**src/rtl/pacman_pkg.sv**
```systemverilog
// Shared definitions for the pacman map path: tile codes, map geometry and the
// map-writer state encoding.
package pacman_pkg;

  typedef logic [3:0] tile_t;

  localparam tile_t TILE_EMPTY  = 4'd0;
  localparam tile_t TILE_WALL   = 4'd1;
  localparam tile_t TILE_PILL   = 4'd2;
  localparam tile_t TILE_PACMAN = 4'd3;
  localparam tile_t TILE_GHOST  = 4'd4;

  localparam int MAP_W_DEF = 40;
  localparam int MAP_H_DEF = 30;

  localparam int X_W    = 6;
  localparam int Y_W    = 5;
  localparam int ADDR_W = X_W + Y_W;

  typedef enum logic [2:0] {
    WR_IDLE  = 3'd0,
    WR_READ  = 3'd1,
    WR_CHECK = 3'd2,
    WR_ERASE = 3'd3,
    WR_DRAW  = 3'd4,
    WR_DONE  = 3'd5
  } wr_state_e;

endpackage

```
**src/rtl/map_addr_gen.sv**
```systemverilog
// Tile coordinate to map RAM address ({y, x}) plus out-of-map detection.
// Purely combinational so the renderer can share it.
module map_addr_gen
  import pacman_pkg::*;
#(
  parameter int MAP_W = MAP_W_DEF,
  parameter int MAP_H = MAP_H_DEF
) (
  input  logic [X_W-1:0]    x,
  input  logic [Y_W-1:0]    y,
  output logic [ADDR_W-1:0] addr,
  output logic              out_of_range
);

  assign addr         = {y, x};
  assign out_of_range = (int'(x) >= MAP_W) || (int'(y) >= MAP_H);

endmodule

```
**src/rtl/pacman_map_writer.sv**
```systemverilog
// Map RAM front-end for the pacman location controller: looks up the tile at a
// requested move target, reports it, and moves the pacman tile on open moves.
//
// state    | meaning
// ---------+---------------------------------------------------------------
// WR_IDLE  | waiting for next != curr; latches both coordinate pairs
// WR_READ  | map address = next tile, read in flight
// WR_CHECK | read data valid; capture it (or WALL if off-map) as collision
// WR_ERASE | write EMPTY to the current tile
// WR_DRAW  | write PACMAN to the next tile; count pill if one was there
// WR_DONE  | one-cycle done pulse, collision held for the controller
module pacman_map_writer
  import pacman_pkg::*;
#(
  parameter int MAP_W = MAP_W_DEF,
  parameter int MAP_H = MAP_H_DEF
) (
  input  logic        CLOCK_50,
  input  logic        reset,
  input  logic [5:0]  curr_pacman_x,
  input  logic [4:0]  curr_pacman_y,
  input  logic [5:0]  next_pacman_x,
  input  logic [4:0]  next_pacman_y,
  output logic [10:0] ram_addr,
  output logic [3:0]  ram_wdata,
  output logic        ram_we,
  input  logic [3:0]  ram_rdata,
  output logic [3:0]  collision_type,
  output logic        done,
  output logic [32:0] pill_count
);

  wr_state_e    state_q, state_d;
  logic [5:0]   cx_q, cx_d, nx_q, nx_d;
  logic [4:0]   cy_q, cy_d, ny_q, ny_d;
  tile_t        coll_q, coll_d;
  logic         done_q, done_d;
  logic         we_q, we_d;
  logic [10:0]  addr_q, addr_d;
  tile_t        wdata_q, wdata_d;
  logic [32:0]  pill_q, pill_d;

  logic [10:0]  next_addr;
  logic         next_oor;

  map_addr_gen #(
    .MAP_W(MAP_W),
    .MAP_H(MAP_H)
  ) u_next_addr (
    .x           (nx_q),
    .y           (ny_q),
    .addr        (next_addr),
    .out_of_range(next_oor)
  );

  always_comb begin
    state_d = state_q;
    cx_d    = cx_q;
    cy_d    = cy_q;
    nx_d    = nx_q;
    ny_d    = ny_q;
    coll_d  = coll_q;
    pill_d  = pill_q;
    case (state_q)
      WR_IDLE: begin
        coll_d = TILE_EMPTY;
        if ((next_pacman_x != curr_pacman_x) || (next_pacman_y != curr_pacman_y)) begin
          cx_d    = curr_pacman_x;
          cy_d    = curr_pacman_y;
          nx_d    = next_pacman_x;
          ny_d    = next_pacman_y;
          state_d = WR_READ;
        end
      end
      WR_READ:  state_d = WR_CHECK;
      WR_CHECK: begin
        // Off-map targets never look at RAM data; they are walls by definition.
        coll_d  = next_oor ? TILE_WALL : ram_rdata;
        state_d = (coll_d == TILE_WALL) ? WR_DONE : WR_ERASE;
      end
      WR_ERASE: state_d = WR_DRAW;
      WR_DRAW: begin
        if (coll_q == TILE_PILL) pill_d = pill_q + 33'd1;
        state_d = WR_DONE;
      end
      WR_DONE: begin
        coll_d  = TILE_EMPTY;
        state_d = WR_IDLE;
      end
      default: state_d = WR_IDLE;
    endcase
  end

  // RAM-side outputs are registered from the next state so they are clean
  // for the whole cycle they belong to.
  always_comb begin
    addr_d  = addr_q;
    wdata_d = wdata_q;
    we_d    = 1'b0;
    done_d  = (state_d == WR_DONE);
    case (state_d)
      WR_READ:  addr_d = {ny_d, nx_d};
      WR_ERASE: begin
        addr_d  = {cy_q, cx_q};
        wdata_d = TILE_EMPTY;
        we_d    = 1'b1;
      end
      WR_DRAW: begin
        addr_d  = next_addr;
        wdata_d = TILE_PACMAN;
        we_d    = 1'b1;
      end
      default: ;
    endcase
  end

  always_ff @(posedge CLOCK_50) begin
    if (reset) begin
      state_q <= WR_IDLE;
      cx_q    <= '0;
      cy_q    <= '0;
      nx_q    <= '0;
      ny_q    <= '0;
      coll_q  <= TILE_EMPTY;
      pill_q  <= '0;
      done_q  <= 1'b0;
      we_q    <= 1'b0;
      addr_q  <= '0;
      wdata_q <= TILE_EMPTY;
    end else begin
      state_q <= state_d;
      cx_q    <= cx_d;
      cy_q    <= cy_d;
      nx_q    <= nx_d;
      ny_q    <= ny_d;
      coll_q  <= coll_d;
      pill_q  <= pill_d;
      done_q  <= done_d;
      we_q    <= we_d;
      addr_q  <= addr_d;
      wdata_q <= wdata_d;
    end
  end

  assign ram_addr       = addr_q;
  assign ram_wdata      = wdata_q;
  assign ram_we         = we_q;
  assign collision_type = coll_q;
  assign done           = done_q;
  assign pill_count     = pill_q;

endmodule

```
**config.mk**
```make
export PLATFORM = sky130hd
export DESIGN_NAME = pacman_map_writer
export DESIGN_NICKNAME = d
export VERILOG_FILES = /design/src/rtl/pacman_pkg.sv /design/src/rtl/map_addr_gen.sv /design/src/rtl/pacman_map_writer.sv
export SDC_FILE = /design/constraint.sdc
export NUM_CORES = 1
export LEC_CHECK = 0
export ABC_AREA = 1
export CORE_MARGIN = 1
export CORE_UTILIZATION = 48
export CTS_BUF_LIST = sky130_fd_sc_hd__clkbuf_16
export CTS_CLUSTER_SIZE = 20
export DETAILED_ROUTE_END_ITERATION = 8
export PLACE_DENSITY_LB_ADDON = 0.1
export SLEW_MARGIN = 20
export SYNTH_ARGS = -nofsm -noshare
export SYNTH_HDL_FRONTEND = slang
export SYNTH_HIERARCHICAL = 1
export SYNTH_SLANG_ARGS = --single-unit
```
**constraint.sdc**
```tcl
create_clock -name CLOCK_50 -period 1.45 [get_ports CLOCK_50]
set_input_delay 0.29 -clock CLOCK_50 [delete_from_list [all_inputs] [get_ports CLOCK_50]]
set_output_delay 0.29 -clock CLOCK_50 [all_outputs]
set_load 0.1 [all_outputs]
```
## Word level (Yosys, flattened, before mapping)

Cells that the tools add are included.

- Bits in registers: 79
- Logic and storage cells: 49

- Muxes and demuxes: 12
- Equality and inequality tests: 13
- Reductions and logical operators: 10
- $add $sub $neg: 1
- $lt $le $gt $ge: 2

Operators with widths:

| cell | number |
|---|---|
| 33-bit by 1-bit adder with 33-bit output, second input constant | 1 |
| 11-bit one-hot mux with 3 select lines | 1 |
| 4-bit one-hot mux with 2 select lines | 2 |
| 3-bit one-hot mux with 5 select lines | 1 |
| 3-bit == test, second input constant | 4 |
| 6-bit 2-to-1 mux | 2 |
| 5-bit 2-to-1 mux | 2 |
| 3-bit by 2-bit == test with 1-bit output, second input constant | 3 |
| 3-bit by 1-bit == test with 1-bit output, second input constant | 2 |
| 6-bit >= comparator, second input constant | 1 |
| 3-bit 2-to-1 mux | 2 |
| 6-bit != test | 1 |
| 5-bit >= comparator, second input constant | 1 |
| 5-bit != test | 1 |
| 4-bit by 1-bit == test with 1-bit output, second input constant | 1 |
| 4-bit by 2-bit == test with 1-bit output, second input constant | 1 |
| 4-bit 2-to-1 mux | 1 |
| 2-bit AND reduction | 2 |
| 2-bit nonzero test | 2 |
| 2-bit OR reduction | 2 |
| 3-bit zero test | 1 |
| 3-bit nonzero test | 1 |
| 1-bit logical OR | 2 |
| 1-bit 2-to-1 mux | 1 |

## Logic depth before layout (Yosys ltp)

Gate-level depths: netlist (run 1).

- Word-level depth: 9
- Depth in mapped cells: 12
- Mapped depth without buffers: 11

## Cells and area by module

The synthesis (run 1) kept the hierarchy.

Modules (own cells, without submodules):

| module | seq. area each (um2) | cells an instance | area each (um2) | instances |
|---|---|---|---|---|
| pacman_map_writer | 1521.5 | 631 | 4259.1 | 1 |
| map_addr_gen | 0.0 | 18 | 110.1 | 1 |

## Least setup slack after synthesis (run 1)

No wires, ideal clock.

- Path kind: flip-flop to flip-flop
- Start: reg pill_q[0], in the netlist pill_count[0]
- End: reg pill_q[32], in the netlist pill_count[32]
- Path buffers: 0
- Data required time: 1.318 ns
- Arrival time: 2.110 ns
- Slack: -0.792 ns
- Stages on the path, launching flop included: 11
- Setup time: 0.132 ns
- Clock period less this slack: 2.242 ns
- Path through: dfxtp_1 ha_1 nand3_1 inv_1 nand2_1 nor2_2 nand2_1 nand2_1 nand2_1 nand2_1 a21oi_1

- Longest elaborated chain between the ends: 1

Ends and longest elaborated chain:

| what | line | RTL |
|---|---|---|
| start, declared | pacman_map_writer.sv:41 | `logic [32:0] pill_q, pill_d;` |
| start signal, assigned | pacman_map_writer.sv:137 | `pill_q <= pill_d;` |
| 33-bit by 1-bit adder with 33-bit output | pacman_map_writer.sv:83 | `if (coll_q == TILE_PILL) pill_d = pill_q + 33'd1;` |

Every way passes these cells.
A chain may end at the register's enable or synchronous reset.

## Worst setup path in the final report (run 1)

- Start: reg nx_q[3]
- End: reg addr_q[4], in the netlist ram_addr[4]

- Longest elaborated chain between the ends: 8

Ends and longest elaborated chain:

| what | line | RTL |
|---|---|---|
| start, declared | pacman_map_writer.sv:34 | `logic [5:0] cx_q, cx_d, nx_q, nx_d;` |
| start signal, assigned | pacman_map_writer.sv:134 | `nx_q <= nx_d;` |
| 6-bit >= comparator * | map_addr_gen.sv:16 | `assign out_of_range = (int'(x) >= MAP_W) \|\| (int'(y) >= MAP_H);` |
| 1-bit logical OR * | map_addr_gen.sv:16 |  |
| net next_oor | pacman_map_writer.sv:44 | `logic next_oor;` |
| 4-bit 2-to-1 mux * | pacman_map_writer.sv:78 | `coll_d = next_oor ? TILE_WALL : ram_rdata;` |
| 4-bit by 1-bit == test with 1-bit output * | pacman_map_writer.sv:79 | `state_d = (coll_d == TILE_WALL) ? WR_DONE : WR_ERASE;` |
| 3-bit 2-to-1 mux * | pacman_map_writer.sv:79 |  |
| 3-bit one-hot mux with 5 select lines * | pacman_map_writer.sv:64 | `case (state_q)` |
| 3-bit == test (tied with other cells) | pacman_map_writer.sv:101 | `case (state_d)` |
| 11-bit one-hot mux with 3 select lines / 3-bit nonzero test (equally long branches) | -- |  |
| end signal, assigned | pacman_map_writer.sv:140 | `addr_q <= addr_d;` |
| end, declared | pacman_map_writer.sv:39 | `logic [10:0] addr_q, addr_d;` |

The timed path passes the listed nets; every way through them passes the cells marked *.

==> results of run 1 <==
==> synth_stat cells <==
master / n
nand3b_1: 18
nand2_2: 6
ha_1: 1
o22ai_1: 11
nand2_4: 1
inv_1: 79
nand4_1: 6
xnor2_1: 9
a21boi_4: 1
a21oi_2: 7
nand3_2: 1
nor2_1: 51
o21a_1: 2
nor2_4: 3
nor3_1: 6
dfxtp_1: 76
nand3_1: 33
nand2_1: 172
buf_6: 6
buf_4: 15
nor3_4: 1
buf_2: 8
clkbuf_1: 10
nor3_2: 10
conb_1: 1
inv_2: 6
xor2_1: 11
o21ai_0: 25
or2_2: 1
o211ai_1: 1
a21oi_1: 63
o21ai_1: 2
nor2_2: 5
a31oi_1: 1
==> cell families after synthesis <==
logic type	Yosys count	share of synthesized area (%)
adders and majority gates	1	0.286
buffers and inverters	124	13.2
and+or+nand+nor	314	33.2
AOI/OAI and AO/OA	113	14.4
xor gates and xnor gates	20	4.01
other	1	0.0858
DFF	76	34.8
==> cells in the final DEF (no fill, tap or decap), types with 18 or more instances in the layout <==
cell type / netlist / layout
a21oi_2: 7 / 26
nand3b_1: 18 / 18
nand2_1: 172 / 142
dfxtp_1: 76 / 32
buf_4: 15 / 57
a21oi_1: 63 / 44
nand2_2: 6 / 28
buf_12: 0 / 62
dfxtp_4: 0 / 34
inv_1: 79 / 69
nor2_1: 51 / 29
nand3_1: 33 / 27
==> area by class of cell <==
type	instances	share of cell area, %
Timing Repair Buffer	164	29.4
Multi-Input combinational cell	451	37.9
Inverter	85	4.42
Clock buffer	11	3.70
Tap cell	108	1.82
Clock inverter	5	0.404
Sequential cell	76	22.3
==> worst max-delay path, cell delays in order, from the launching register on <==
cell and delay [ns]:
dfxtp_1 0.32, o21ai_1 0.16, nand2_2 0.12, inv_2 0.10
o21ai_2 0.06, nand2_2 0.11, a21boi_4 0.07, buf_4 0.16
buf_12 0.14, a21oi_1 0.26, a21oi_2 0.08
==> state kept, by name (all words and copies together) (netlist names) <==
| name | count |
|---|---|
| done | 1 |
| collision_type | 4 |
| ram_addr | 11 |
| cx_q | 6 |
| nx_q | 6 |
| pill_count | 33 |
| ram_we | 1 |
| cy_q | 5 |
| state_q | 3 |
| ny_q | 5 |
| ram_wdata | 1 |
==> where the power goes <==
part,internal (mW),switching [mW]
combinational,2.31,3.26
clock,1.37,0.944
sequential,2.43,0.271
total,6.10,4.47
==> layer usage <==
layer  vias to the layer above  track usage [%]  part of all wire (%)
met5                         -                0                     0
met4                         0             11.8                   4.8
met3                        69             4.03                   7.2
met2                       264             52.6                    52
met1                      2364             31.8                    36
li1                       2346                -                     -
==> worst paths after layout <==
kind,cells past startpoint,start,end
setup reg to reg,10,nx_q[3],ram_addr[4]
hold / removal,3,curr_pacman_y[2],cy_q[2]
setup / recovery,10,nx_q[3],ram_addr[4]
hold reg to reg,2,cy_q[3],cy_q[3]
==> per-stage QoR <==
stage          setup slack, ns  std cells
2_1_floorplan          -0.0459        650
3_3_place_gp            -0.500        846
3_5_place_dp            -0.547        846
4_1_cts                -0.0853        878
5_1_grt                 -0.339        900
6_report                -0.245        900
==> what timing repair did <==
item | 4_1_cts | 5_1_grt
gates resized for setup | 51 | 151
pin swaps | 11 | 67
buffers inserted | 10 | 22
endpoints found under the hold margin | 0 | 0
endpoints found under the setup margin | 49 | 70
gates cloned | 6 | 3
==> impl_metrics.toml, run 1 <==
[status]
outcome = "finished with violations"
violations = "negative setup slack"

[setup_path]
worstSetupPathType = "flip-flop to flip-flop"
endpoint_kind = "flip-flop"
r2r_setup_slack_ns = -0.24
critPathRequiredTime_ns = 1.67
cp_max_fo = 9
worst_ep_arrival_time_ns = 1.92
start_kind = "flip-flop"

[synth]
seq_area_frac_synth_pct = 34.8
syn_inst = 649
ys_top_cells_by_area = "dfxtp_1 (35%), nand2_1 (15%), a21oi_1 (7.2%), inv_1 (6.8%), nor2_1 (4.4%)"
syn_area_um2 = 4370
yosysTopAreaCell = "dfxtp_1"
synth_top_area_share_pct = 34.8
synthDistinctLibCells = 34
syn_area_per_cell_um2 = 6.73
yosys_warnings = 6
ys_seq_elements = 76

[die]
start_util_pct = 49.9
dieHeight_um = 97.4
coreArea_um2 = 8760
row_count = 34
ios = 82
dieArea_um2 = 9490
die_w_um = 97.4

[route]
drc_errors = 0
first_pass_iters = 5
viasPerCell = 5.60
drt_iter0_markers = 218
routedWlPerCell_um = 17.4
drt_wl_total_um = 15600
num_vias = 5043
drtAntennaViolNets = 0

[timing]
period_needed_ns = 1.69
hold_viol = 0
setup_tns_ns = -2.69
fin_worst_skew_ns = 0.0115
rsz0062_at_grt = "yes"
setup_violations = 33
report.final.slew_viol_count = 0
fin_crit_sh_pct = 117
hold_slack_ns = 0.276
fin_ws_ns = -0.245
fmax_mhz = 590

[run]
drv_cap = 0

[cts]
cts.clk_slew.worst_paths_ns = 0.06
cts_sinks = 76
cts_tree = "built"
ctsHoldBuffers = 0
cts_buffers = 9
cts-root-buf = "clkbuf_16"
cts.path.max_buffers = 2
h-tree-depth = 3
clk_latency_ns = 0.34

[pwr]
leakage_nw = 3.16
vdd_drop_max_mv = 1.30
power_mw = 10.6
p_per_area_nw_per_um2 = 1420

[layout]
multi_input_area_um2 = 2820
post-route-util_pct = 84.9
antennaDiodeCount = 0
fin_area_um2 = 7440
syn_to_final_growth_pct = 70.2
fillCellCount = 501
drive_gt1_share_pct = 44.2
layout.nets = 816
area.sequential_um2 = 1660

[placement]
postPlaceCellArea_um2 = 6180
gp_congestion = 0.888
io_buffers = 79
place.detailed.hpwl_um = 8610

[global_route]
grtUsageTotal_pct = 28.2
overflow = 0
grt_pass1_vias = 4559
antenna_found_initial = 0
grt_max_degree = 42
grt_pass1_wl_um = 21600

[worst_hold_path]
min_path_type = "primary input to flip-flop"
Note: power is estimated with default switching activity, not from simulation.
==> run 2, diff against run 1 <==
--- a/config.mk
+++ b/config.mk
@@ -11,7 +11,8 @@
 export CTS_BUF_LIST = sky130_fd_sc_hd__clkbuf_16
 export CTS_CLUSTER_SIZE = 20
 export DETAILED_ROUTE_END_ITERATION = 8
-export PLACE_DENSITY_LB_ADDON = 0.1
+export PLACE_DENSITY = 0.89
+export REMOVE_ABC_BUFFERS = 1
 export SLEW_MARGIN = 20
 export SYNTH_ARGS = -nofsm -noshare
 export SYNTH_HDL_FRONTEND = slang
==> constraint.sdc (replaced) <==
create_clock -name CLOCK_50 -period 1.4 [get_ports CLOCK_50]
set_input_delay 0.28 -clock CLOCK_50 [delete_from_list [all_inputs] [get_ports CLOCK_50]]
set_output_delay 0.28 -clock CLOCK_50 [all_outputs]
set_load 0.1 [all_outputs]
==> impl_metrics.toml, run 2 (synthesized netlist as in run 1, its figures left out) <==
[layout]
final_cells = 965
drive_gt1_share_pct = 54.1
post-route-util_pct = 92.4
fillCellCount = 272
fin_area_um2 = 8100
syn_to_final_growth_pct = 85.4
largest_reg_flops = 33
final_cell_mix = "nand2_1 (127), buf_4 (115), inv_1 (63)"
layout_commonest_cell = "nand2_1"
layout.nets = 881
antennaDiodeCount = 0

[setup_path]
worst_ep_arrival_time_ns = 2.29
cp_max_fo = 3
r2r_setup_slack_ns = -0.61
cp_slowest_cell = "xor2_1"
slowest_delay_ns = 0.49
start_kind = "flip-flop"
endpoint_kind = "flip-flop"
timing.rr.start = "pill_count[9]"
path_cells = "inv_4 > nor3_4 > buf_6 > nand2_2 > nor2_4 > xor2_1 > nand2_1 > a21oi_1"
r2r-end = "pill_count[14]"
reg2reg_depth = 8
critPathRequiredTime_ns = 1.68
worstSetupPathType = "flip-flop to flip-flop"

[die]
ios = 82
dieArea_um2 = 9490
dieHeight_um = 97.4
start_util_pct = 49.9
row_count = 34
die_w_um = 97.4
coreArea_um2 = 8760

[route]
drc_errors = 17
m1WireLength_um = 7690
first_pass_iters = 9
viasPerCell = 6.81
drt_wl_total_um = 25900
num_vias = 6570
wl_met3_um = 3480
routedWlPerCell_um = 26.8
top_layer = "met5"
wl_met2_um = 11400
drt_iter0_markers = 1008
drtAntennaViolNets = 0

[cts]
h-tree-depth = 3
cts.path.max_buffers = 2
cts.clk_slew.worst_paths_ns = 0.07
ctsHoldBuffers = 0
cts_tree = "built"
cts-root-buf = "clkbuf_16"
cts_buffers = 9
clk_latency_ns = 0.36
cts_sinks = 76

[worst_hold_path]
hp-start = "curr_pacman_x[5]"
whs_path_depth = 3
hold_end = "cx_q[5]"
min_path_type = "primary input to flip-flop"

[placement]
place.detailed.hpwl_um = 9710
gp_congestion = 0.973
postPlaceCellArea_um2 = 6320
io_buffers = 79
dp.cells = 894

[timing]
setup_violations = 77
fin_worst_skew_ns = 0.00973
fin_crit_sh_pct = 144
fin_ws_ns = -0.614
report.final.slew_viol_count = 0
rsz0062_at_grt = "yes"
fmax_mhz = 497
slew_headroom_pct = 62.5
hold_viol = 0
max_slew.worst_pin.slew_ns = 0.560
period_needed_ns = 2.01

[pwr]
p_switching_mw = 5.91
vdd_drop_max_mv = 1.62
p_clk_share_pct = 19.9
p_per_area_nw_per_um2 = 1610
power_frac_comb_pct = 57.5
internal_power_mw = 7.15
p_seq_share_pct = 22.6
leakage_nw = 3.68
power_mw = 13.1
swShare_pct = 45.3

[status]
violations = "design-rule violations, negative setup slack"
outcome = "finished with violations"

[global_route]
overflow = 0
grtUsageTotal_pct = 37.7
grt_max_degree = 37
grt_pass1_vias = 5674
grt_pass1_wl_um = 28300
antenna_found_initial = 4

[run]
drv_cap = 0
[run 2: cell count changes in the layout (fill, tap and decap cells not counted), moves of 6 or more]
cell           previous run  this run
inv_1                    69        63
nor2_1                   29        22
dfxtp_1                  32        39
dfxtp_4                  34        20
dfxtp_2                  10        17
nand2_1                 142       127
nand2_4                   6        14
buf_4                    57       115
nand3_2                   5        11
clkbuf_2                  4        21
dlygate4sd2_1            12         0
nand2_2                  28        36
nand3_1                  27        20
[run 2: through the flow]
stage	hold WS, ns	worst slack, ns	TNS (ns)
floorplan	0.349	-1.01	-51.25
global placement	0.439	-0.481	-16.36
detailed placement	0.450	-0.597	-21.39
CTS	0.389	-0.201	-2.57
global route	0.254	-0.764	-20.59
finish	0.249	-0.614	-15.48
[run 2: metal layers]
metal | vias to the layer above | track usage [%]
li1 | 2474 | -
met1 | 2881 | 39.3
met2 | 818 | 66.8
met3 | 395 | 8.78
met4 | 2 | 25.9
met5 | - | 0
[run 2: worst max-delay path by stage]
stage | slack (ns) | endpoint | from
2_1_floorplan | -1.01 | pill_count[12] | collision_type[1]
3_3_place_gp | -0.48 | ram_addr[6] | next_pacman_y[4]
3_5_place_dp | -0.60 | ram_addr[6] | next_pacman_y[4]
4_1_cts | -0.20 | ram_addr[10] | ny_q[2]
5_1_grt | -0.76 | pill_count[14] | pill_count[9]
6_report | -0.61 | pill_count[14] | pill_count[9]
[run 2: timing repair]
action | in CTS | in global routing
setup buffers | 26 | 24
pin swaps | 34 | 84
setup endpoints to repair | 68 | 74
gates cloned | 6 | 3
resized for setup | 137 | 239
[run 2: power by group through the flow]
stage | registers, mW | logic [mW] | clock network (mW)
2_1_floorplan | 3.84 | 1.69 | 0
3_3_place_gp | 2.86 | 4.13 | 0
3_5_place_dp | 2.88 | 4.36 | 0
4_1_cts | 2.85 | 5.44 | 2.45
5_1_grt | 2.96 | 7.85 | 2.68
6_report | 2.95 | 7.51 | 2.60
[run 2: layout make-up]
cell class                 count  area [um2]  share of cell area (%)
multi-input combinational    450        3010                    37.2
timing repair buffer         230        2700                    33.3
sequential                    76        1620                    20.0
inverter                      85         334                    4.12
clock buffer                   9         225                    2.78
tap                          108         135                    1.67
clock inverter                 7        82.6                    1.02
[run 2: critical path, delay by kind of cell (launching register included)]
family | cells | cell delay (ns)
and+or+nand+nor | 4 | 0.58
DFF | 1 | 0.42
AOI/OAI and AO/OA | 1 | 0.20
xor gates and xnor gates | 1 | 0.49
buffers and inverters | 2 | 0.21
